[config.mk]
export PLATFORM = sky130hd
export DESIGN_NAME = binary_down_counter
export DESIGN_NICKNAME = d
export VERILOG_FILES = /design/src/rtl/binary_down_counter.sv
export SDC_FILE = /design/constraint.sdc
export NUM_CORES = 1
export LEC_CHECK = 0
export ABC_AREA = 1
export ABC_CLOCK_PERIOD_IN_PS = 1200
export CAP_MARGIN = 20
export CORE_AREA = 2 2 43 45
export CTS_BUF_LIST = sky130_fd_sc_hd__clkbuf_2
export DETAILED_ROUTE_END_ITERATION = 10
export DIE_AREA = 0 0 45 47
export GPL_ROUTABILITY_DRIVEN = 0
export HOLD_SLACK_MARGIN = 0.1
export PLACE_DENSITY = 0.74
export SLEW_MARGIN = 0
export SYNTH_ARGS = -nofsm -noshare
export SYNTH_HDL_FRONTEND = slang
export SYNTH_SLANG_ARGS = --single-unit
[constraint.sdc]
create_clock -name clk -period 1.2 [get_ports clk]
set_input_delay 0.24 -clock clk [delete_from_list [all_inputs] [get_ports clk]]
set_output_delay 0.24 -clock clk [all_outputs]
set_load 0.01 [all_outputs]
[src/rtl/binary_down_counter.sv]
// binary_down_counter: loadable countdown timer with done pulse and optional auto-reload
// Ports:
//   clk          rising-edge system clock
//   reset        asynchronous active-low reset
//   en           count enable, one decrement per enabled COUNT cycle
//   abort        synchronous cancel, returns to IDLE with out cleared
//   auto_reload  sampled in EXPIRE, restarts from the last loaded value
//   load_valid   load request, only honoured while load_ready is high
//   load_value   start value for the countdown
//   load_ready   high in IDLE
//   out          current count
//   busy         high in COUNT
//   done         one-cycle pulse in EXPIRE
module binary_down_counter #(
    parameter int WIDTH = 4
) (
    input  logic             clk,
    input  logic             reset,
    input  logic             en,
    input  logic             abort,
    input  logic             auto_reload,
    input  logic             load_valid,
    input  logic [WIDTH-1:0] load_value,
    output logic             load_ready,
    output logic [WIDTH-1:0] out,
    output logic             busy,
    output logic             done
);
    typedef enum logic [1:0] {IDLE, COUNT, EXPIRE} state_t;
    state_t           r_state;
    state_t           w_state_nx;
    logic [WIDTH-1:0] r_out;
    logic [WIDTH-1:0] r_reload;
    logic [WIDTH-1:0] w_out_nx;
    logic [WIDTH-1:0] w_reload_nx;
    logic             w_accept;
    logic             w_last;
    logic             w_rearm;
    assign w_accept = load_valid & (r_state == IDLE);
    // out<=1 treated as the final step so the count can never underflow
    assign w_last   = (r_out <= WIDTH'(1));
    assign w_rearm  = auto_reload & (r_reload != '0);
    always_comb begin
        w_state_nx  = r_state;
        w_out_nx    = r_out;
        w_reload_nx = r_reload;
        if (abort) begin
            w_state_nx = IDLE;
            w_out_nx   = '0;
        end else begin
            case (r_state)
                IDLE: if (w_accept) begin
                    w_out_nx    = load_value;
                    w_reload_nx = load_value;
                    w_state_nx  = (load_value != '0) ? COUNT : EXPIRE;
                end
                COUNT: if (en) begin
                    w_out_nx   = w_last ? '0 : r_out - WIDTH'(1);
                    w_state_nx = w_last ? EXPIRE : COUNT;
                end
                EXPIRE: begin
                    w_out_nx   = w_rearm ? r_reload : '0;
                    w_state_nx = w_rearm ? COUNT : IDLE;
                end
                default: begin
                    w_state_nx = IDLE;
                    w_out_nx   = '0;
                end
            endcase
        end
    end
    always_ff @(posedge clk or negedge reset) begin
        if (!reset) begin
            r_state  <= IDLE;
            r_out    <= '0;
            r_reload <= '0;
        end else begin
            r_state  <= w_state_nx;
            r_out    <= w_out_nx;
            r_reload <= w_reload_nx;
        end
    end
    assign out        = r_out;
    assign busy       = (r_state == COUNT);
    assign done       = (r_state == EXPIRE);
    assign load_ready = (r_state == IDLE);
endmodule
==> impl_metrics.ini, run 1 <==
[setup_path]
worstReg2RegEnd = out[1]$_DFFE_PN0P_
cp.arrival_ps = 1470
reg2reg_depth = 8
cp_max_fo = 8
crit_type = flop to flop
r2r_slack_ps = -120
cp_num_buf_inv = 2
crit_slowest_cell = dfrtp_2
end_kind = flop
path_cells = buf_6, nor2_4, buf_6, nand3_4, nand3_4, nor2_4, nand2_1, nand2_1
cp.required_ps = 1350
cp-start-kind = flop
cp_top_family = simple AND/OR/NAND/NOR gates
max_stage_delay_ps = 440
r2r_start = r_state[0]$_DFFE_PN0P_

[hold_path]
hold_path_class = input pin to async pin

[synth]
synth.area.top_cells = dfrtp_1, nand2_1, nand3_1
netlist_area_sq_um = 708
syn-num-nets = 118
yosys_warnings = 0
ys_top_cells_by_count = nand2_1, inv_1, dfrtp_1, nand3_1, inv_2
synth_top_cell_by_area = dfrtp_1
synthArstFlopShare_pct = 100
yosysMostFrequentCell = nand2_1
synth_edf_count = 0
syn_inst = 106
ys_seq_area_share_pct = 35.3
synthFlopType = dfrtp_1
synthDistinctLibCells = 15
syn_avg_cell_area_sq_um = 6.68
synth_top_area_share_pct = 35.3
synth-seq-cells = 10

[die]
die_h_um = 47
die_area_sq_mm = 0.00212
die-width_um = 45
io-pin-count = 17
placementRows = 15
placeableCoreArea_sq_mm = 0.00165
start_util_pct = 42.9

[power_and_ir_drop]
combPwrFrac_pct = 71.4
p_int_w = 0.00159
total_leakage_power_nw = 0.638
power.density_mw_per_mm2 = 2400
power_frac_seq_pct = 21.8
switching_share_pct = 44.6
ir_worst_vdd_v = 0.00131
pwr-share-clk_pct = 6.8
net-switching-power_w = 0.00128

[timing]
drv_slew = 0
tightest_slew_ps = 242
setup_violations = 13
hold_viol_final = 0
min_period_over_period_pct = 110
fin_ws_ps = -121
fin_crit_ps = 1320
rsz0062_at_grt = yes
skew_ps = 14.1
setup_tns_ps = -1130
relSlewSlack_pct = 83.8
max_freq_mhz = 757
holdWs_ps = 243

[drt]
first_pass_iters = 4
vias_per_cell = 4.83
avgRoutedWirePerCell_um = 11.1
wl_um = 1860
postRouteAntennaNets = 0
dr.first_iter.drc_count = 16
remaining_drc_errors = 0
vias = 807

[finish]
layoutNonFillerInstCount = 167
synthToLayoutAreaGrowth_pct = 69.3
final_util_pct = 72.6
layout.nets = 163
diodes = 0
drive_gt1_share_pct = 44.0

[clocking]
cts-root-buf = clkbuf_2
clk_pin_slew_ps = 120
clock_path_buffers = 2
cts_max_level = 1
clk-insertion-delay-late_ps = 260
cts_tree = yes
hold_buffers = 0
cts_buffers = 3
clkSinkCount = 10

[job]
max-cap-violations = 0

[grt]
grt_overflow_total = 0
grt_max_degree = 11
grt_pass1_vias = 779
antenna_found_initial = 0
grt_pass1_wl_um = 3080
gr-usage-all-layers_pct = 19.9

[status]
violations = setup timing
status = complete, but fails checks

[place]
io_buffers = 16
placed_cells = 153
hpwl_um = 1330
==> power groups by stage <==
stage,Clock [W],Combinational [W],Sequential (W)
2_1_floorplan,0,0.000845,0.000686
3_3_place_gp,0,0.00151,0.000655
3_5_place_dp,0,0.00156,0.000669
4_1_cts,0.000195,0.00190,0.000598
5_1_grt,0.000212,0.00227,0.000638
6_report,0.000196,0.00205,0.000627
==> registers in the layout, indices dropped and copies added (netlist names) <==
| signal | flops |
|---|---|
| r_reload | 4 |
| r_state | 2 |
| out | 4 |
==> worst max path at each step <==
stage | slack (ps) | startpoint | cells past startpoint | endpoint
after floorplan | 6 | out[0]$_DFFE_PN0P_ | 11 | out[3]$_DFFE_PN0P_
after global placement | -190 | r_state[1]$_DFFE_PN0P_ | 3 | done
after detailed placement | -210 | r_state[1]$_DFFE_PN0P_ | 3 | done
after CTS | -160 | r_state[1]$_DFFE_PN0P_ | 4 | busy
after global routing | -170 | r_state[0]$_DFFE_PN0P_ | 8 | out[1]$_DFFE_PN0P_
final | -120 | r_state[0]$_DFFE_PN0P_ | 8 | out[1]$_DFFE_PN0P_
==> per-layer routing <==
metal | share of wire [%] | GRT usage [%]
met5 | 0 | 0
met1 | 42 | 23.3
met4 | 1.1 | 8.24
met3 | 4.5 | 3.08
met2 | 52 | 36.3
==> cell type report <==
| type | instances | area, sq um |
|---|---|---|
| Clock buffer | 3 | 15.0 |
| Clock inverter | 1 | 3.75 |
| Timing Repair Buffer | 40 | 365 |
| Multi-Input combinational cell | 76 | 457 |
| Inverter | 20 | 83.8 |
| Fill cell | 128 | 453 |
| Sequential cell | 10 | 253 |
| Tap cell | 17 | 21.3 |
==> cells by family (layout without fill, tap and decap cells) <==
logic type / Yosys count / in the layout / share of synthesized area (%)
AO/OA/AOI/OAI: 5 / 5 / 3.53
XOR/XNOR: 1 / 1 / 1.24
AND/OR/NAND/NOR: 68 / 68 / 45.6
buffers and inverters: 20 / 64 / 10.8
flip-flops: 10 / 10 / 35.3
adder cells (fa/ha/maj): 2 / 2 / 3.53
==> stage by stage <==
step / power (W) / setup slack [ps] / area, sq um
detailed placement: 0.00223 / -206 / 1010
global placement: 0.00216 / -187 / 1010
finish: 0.00288 / -121 / 1200
CTS: 0.00270 / -159 / 1140
floorplan: 0.00153 / 5.70 / 721
global route: 0.00312 / -173 / 1200
==> placed cells by master, fill, tap and decap left out <==
cell	instances
ha_4	1
buf_6	9
clkdlybuf4s15_1	3
ha_2	1
nand2_4	1
nand3_1	8
dfrtp_1	8
inv_4	3
clkinv_2	1
clkinv_1	1
nand2_2	9
nor2_4	4
o21ai_2	1
a21oi_2	1
inv_1	8
dfrtp_2	2
nand3_2	1
inv_2	8
clkdlybuf4s50_1	9
clkbuf_2	3
dlygate4sd2_1	1
nand2_1	35
o21ai_1	3
nand3_4	3
buf_4	18
nand4_1	1
nor2_1	6
xor2_1	1
==> repair_timing <==
item / 4_1_cts / 5_1_grt
buffers inserted: 7 / 4
resized for setup: 36 / 16
gates cloned: 0 / 0
endpoints found under the setup margin: 17 / 17
pin swaps: 5 / 11
Power figures use the tool's default switching activity.
==> run 2: changes to the inputs <==
--- a/config.mk
+++ b/config.mk
@@ -6,7 +6,6 @@
 export NUM_CORES = 1
 export LEC_CHECK = 0
 export ABC_AREA = 1
-export ABC_CLOCK_PERIOD_IN_PS = 1200
 export CAP_MARGIN = 20
 export CORE_AREA = 2 2 43 45
 export CTS_BUF_LIST = sky130_fd_sc_hd__clkbuf_2
==> results of run 2 <==
Same layout as run 1: the final DEF is identical, and so are final timing and power.
==> patch 1 (flow settings as in run 1) <==
Re-encode `state_t` (3 states) as one-hot, 3 bits wide.
--- a/src/rtl/binary_down_counter.sv
+++ b/src/rtl/binary_down_counter.sv
@@ -26,7 +26,7 @@
     output logic             busy,
     output logic             done
 );
-    typedef enum logic [1:0] {IDLE, COUNT, EXPIRE} state_t;
+    typedef enum logic [2:0] {IDLE = 3'b001, COUNT = 3'b010, EXPIRE = 3'b100} state_t;
     state_t           r_state;
     state_t           w_state_nx;
     logic [WIDTH-1:0] r_out;
Behaviour: same outputs for any inputs over 10 cycles, from zero or initial values and one cycle with reset low; not proved beyond that.
==> patch 1 against run 1 <==
Worst setup slack got worse by 0.083 ns. Synthesized cell count increased by 1.9%. Synthesized area increased by 7.6%. Total power decreased by 3.0%. Routed wire length increased by 13%. First-iteration DRC count increased by 44%. Critical path type is now flop to primary output. The run still ends with setup timing left. Hold slack got worse by 0.021 ns. Clock power increased by 18%. Sequential cell count increased by 1. Design area increased by 6.8%. Clock skew increased by 0.011 ns.
==> patch 1: results (changes against run 1) <==
metric	value	unit	change
status	finished, violations left		unchanged
violations	setup timing		unchanged
max_stage_delay	0.60	ns	was 0.44 ns
grt.total_usage	21.5	%	was 19.9%
grt_pass1_vias	808		was 779
cp_max_fo	3		was 8
syn-num-nets	120		was 118
nNetsFinal	168		was 163
crit_family	flip-flops		was simple AND/OR/NAND/NOR gates
netlist_top_cells_area	dfrtp_1 33%, nand2_1 19%, inv_1 7.4%, nand3_1 5.9%, nand4_1 4.9%		was dfrtp_1 35%, nand2_1 23%, nand3_1 6.4%, inv_1 6.4%, nor2_4 6.4%
grt_max_degree	12		was 11
cts_root_buf	clkbuf_2		unchanged
drtIter0Drc	23		was 16
use_met1	26.7	%	was 23.3%
dp_hpwl	1490	um	was 1330 um
fillers	109		was 128
synth.distinct_cells	20		was 15
dp.cells	156		was 153
postSynthAreaPerCell	7.06	um2	was 6.68 um2
top_regs	out x4, r_reload x4, r_state x3		was out x4, r_reload x4, r_state x2
placed_area	1060	um2	was 1010 um2
setup_slack	-0.204	ns	was -0.121 ns
max_slew_margin	86.7	%	was 83.8%
fin_skew	0.0251	ns	was 0.0141 ns
clk_pin_slew	0.14	ns	was 0.12 ns
synth-seq-area-share	36.3	%	was 35.3%
setup_violations	15		was 13
r2r_setup_slack	-0.18	ns	was -0.12 ns
grt_use_met2	38.9	%	was 36.3%
critPathArrivalTime	1.16	ns	was 1.47 ns
p_leak	0.669	nW	was 0.638 nW
final_layout_size_suffix_gt1_share	40.6	%	was 44.0%
synth_common_cells	38 x nand2_1, 15 x inv_1, 10 x dfrtp_1		was 43 x nand2_1, 12 x inv_1, 10 x dfrtp_1
vdd_drop_max	1240	uV	was 1310 uV
final_cells	172		was 167
use_met3	2.31	%	was 3.08%
vias	880		was 807
## patch 1: cell count changes in the layout (fill, tap and decap cells not counted), sizes merged, moves of 2 or more
cell / delta
nand2: -6
clkinv: -2
nand4: +5
o21ai: +2
buf: +4
## patch 1: worst paths after layout
kind | start | end | cells past startpoint
max | r_state[0] | done | 4
max in group asynchronous | reset | r_state[0] | 2
min reg2reg | r_reload[1] | r_reload[1] | 2
min in group clk | r_reload[1] | r_reload[1] | 2
max reg2reg | r_state[0] | out[0] | 8
min | reset | r_reload[0] | 2
## patch 1: final cells by class
cell class              count  area [um2]  share of cell area [%]
multi-input cells          78         499                    39.0
repair buffers             44         390                    30.5
flip-flops and latches     11         277                    21.6
inverters                  18        72.6                    5.67
well taps                  17        21.3                    1.66
clock buffers               4        20.0                    1.56
## patch 1: power groups by stage
stage | sequential (mW) | clock (mW) | combinational [mW]
after CTS | 0.637 | 0.230 | 1.57
after detailed placement | 0.659 | 0 | 1.28
final | 0.660 | 0.232 | 1.90
after floorplan | 0.650 | 0 | 0.834
after global placement | 0.646 | 0 | 1.24
after global routing | 0.676 | 0.237 | 2.09
## patch 1: per-layer routing
layer,share of wire [%],up-vias
met2,56,27
met4,0.76,0
met1,39,413
met3,4.3,2
met5,0,-
li1,-,438
## patch 1: repair_timing
| item | 4_1_cts | 5_1_grt |
|---|---|---|
| setup buffers | 8 | 4 |
| pin swaps | 14 | 16 |
| gates resized for setup | 34 | 16 |
| endpoints found under the setup margin | 18 | 16 |
| gates cloned | 0 | 0 |
## patch 1: logic make-up after synthesis
kind of cell	count (synthesis)	share of synthesized area, %
xor+xnor	1	1.15
simple gates	68	44.3
flops	11	36.3
buf+inv	19	10.3
fa+ha+maj	2	3.28
compound gates	7	4.60
==> patch 2 (config.mk and constraints of run 1) <==
Made on the original files. The parameter `WIDTH` goes from 4 to 3.
--- a/src/rtl/binary_down_counter.sv
+++ b/src/rtl/binary_down_counter.sv
@@ -12,7 +12,7 @@
 //   busy         high in COUNT
 //   done         one-cycle pulse in EXPIRE
 module binary_down_counter #(
-    parameter int WIDTH = 4
+    parameter int WIDTH = 3
 ) (
     input  logic             clk,
     input  logic             reset,
Ports: changed (resized load_value and out); port bits go from 17 to 15. The function was not compared with the original's and may differ.
==> patch 2 against run 1 <==
Synthesized cell count fell by 19%. Total power fell by 18%. Design area fell by 15%. Sequential cell count fell by 2. Sequential share of layout area fell by 1.1 points. Worst setup slack got worse by 0.052 ns. Synthesized area fell by 17%. Routed wire length rose by 0.11%. Clock skew fell by 0.010 ns. The run still ends with setup timing left.
==> patch 2: results (changes against run 1) <==
metric	value	unit	change
io_buffers	14		was 16
synth_enable_flop_cells	0		unchanged
placed_area	832	um2	was 1010 um2
clk_path_buf_depth	2		unchanged
grt_pass1_vias	597		was 779
drtIter0Drc	22		was 16
clk_latency	0.22	ns	was 0.26 ns
yosysWarningCount	0		unchanged
vias	724		was 807
violations	setup timing		unchanged
setup_slack	-0.174	ns	was -0.121 ns
pre_cts_ws	-0.234	ns	was -0.206 ns
grt.total_usage	17.0	%	was 19.9%
fin_tns_setup	-1.48	ns	was -1.13 ns
synth_common_cells	32 x nand2_1, 15 x inv_1, 8 x dfrtp_1		was 43 x nand2_1, 12 x inv_1, 10 x dfrtp_1
cp_max_fo	2		was 8
wirelength	1860	um	about the same
grt_pass1_wl	2530	um	was 3080 um
syn-num-nets	97		was 118
min_path_type	input pin to asynchronous set/reset pin		unchanged
fin_skew	0.00387	ns	was 0.0141 ns
postSynthAreaPerCell	6.84	um2	was 6.68 um2
reg2reg_to	r_state[0]		was out[1]
cts_buffers	3		unchanged
reg2reg_depth	9		was 8
dp.cells	128		was 153
crit_slowest_cell	dfrtp_2		unchanged
clk_pin_slew	0.07	ns	was 0.12 ns
final_layout_size_suffix_gt1_share	39.7	%	was 44.0%
fmax	728	MHz	was 757 MHz
top_regs	out x3, r_reload x3, r_state x2		was out x4, r_reload x4, r_state x2
synth.distinct_cells	15		unchanged
critPathArrivalTime	1.13	ns	was 1.47 ns
async_reset_ff_share	100	%	unchanged
cts_root_buf	clkbuf_2		unchanged
p_leak	0.548	nW	was 0.638 nW
crit_family	flip-flops		was simple AND/OR/NAND/NOR gates
grt_max_degree	9		was 11
swShare	44.3	%	was 44.6%
nNetsFinal	139		was 163
netlist_top_cells_area	dfrtp_1 34%, nand2_1 20%, inv_1 9.6%, nand3_1 6.0%, nor2_4 5.7%		was dfrtp_1 35%, nand2_1 23%, nand3_1 6.4%, inv_1 6.4%, nor2_4 6.4%
dp_hpwl	1150	um	was 1330 um
setup_violations	11		was 13
crit_end	busy		was out[1]
ys.flop_type	dfrtp_1		unchanged
startpoint	r_state[1]		was r_state[0]
cts_max_level	1		unchanged
max_stage_delay	0.42	ns	was 0.44 ns
vdd_drop_max	1120	uV	was 1310 uV
final_cells	143		was 167
status	finished, violations left		unchanged
max_slew_margin	74.2	%	was 83.8%
synth-seq-area-share	34.0	%	was 35.3%
antenna_found_initial	0		unchanged
patch 2: cell count changes after synthesis, moves of 3 or more:
| cell | delta |
|---|---|
| nand2_1 | -11 |
| inv_1 | +3 |
| inv_2 | -6 |
| nand4_1 | +3 |
patch 2: how the worst min path moves through the flow:
stage,end,slack [ns],cells past startpoint
final,out[1],0.30,1
after global routing,r_reload[1],0.27,1
after CTS,out[0],0.28,1
after detailed placement,r_reload[0],0.53,2
after global placement,r_reload[2],0.51,2
after floorplan,out[0],-0.06,0
patch 2: cell type report:
cell class	count	area, um2
tap	17	21.3
inverter	16	60.1
sequential	8	203
multi-input combinational	62	377
clock buffer	3	15.0
timing repair buffer	37	340
fill	140	636
patch 2: per-layer routing:
metal / global-route usage [%] / part of all wire (%)
met5: 0 / 0
met4: 9.41 / 1.8
met3: 2.69 / 3.6
met2: 30.9 / 53
met1: 19.0 / 42
patch 2: cell families (layout without fill, tap and decap cells):
logic type / Yosys count / after routing / synth area share, %
buffers and inverters: 16 / 56 / 10.2
adder cells (fa/ha/maj): 2 / 2 / 4.25
AO/OA/AOI/OAI: 7 / 7 / 5.96
AND/OR/NAND/NOR: 53 / 53 / 45.5
flip-flops: 8 / 8 / 34.0
patch 2: power by group through the flow:
stage / sequential [mW] / combinational [mW] / clock [mW]
floorplan: 0.525 / 0.654 / 0
global placement: 0.517 / 1.20 / 0
detailed placement: 0.527 / 1.22 / 0
CTS: 0.510 / 1.38 / 0.158
global route: 0.544 / 1.82 / 0.179
finish: 0.534 / 1.67 / 0.151
patch 2: timing repair:
action	4_1_cts	5_1_grt
hold endpoints to repair	0	0
pin swaps	3	5
gates cloned	0	0
gates resized for setup	27	18
endpoints found under the setup margin	14	13
buffers inserted	5	7
patch 2: worst register-to-register path: cells and delay by family, from the launching register on:
kind / cells / cell delay (ns)
buffers and inverters: 3 / 0.39
DFF: 1 / 0.42
and+or+nand+nor: 6 / 0.45
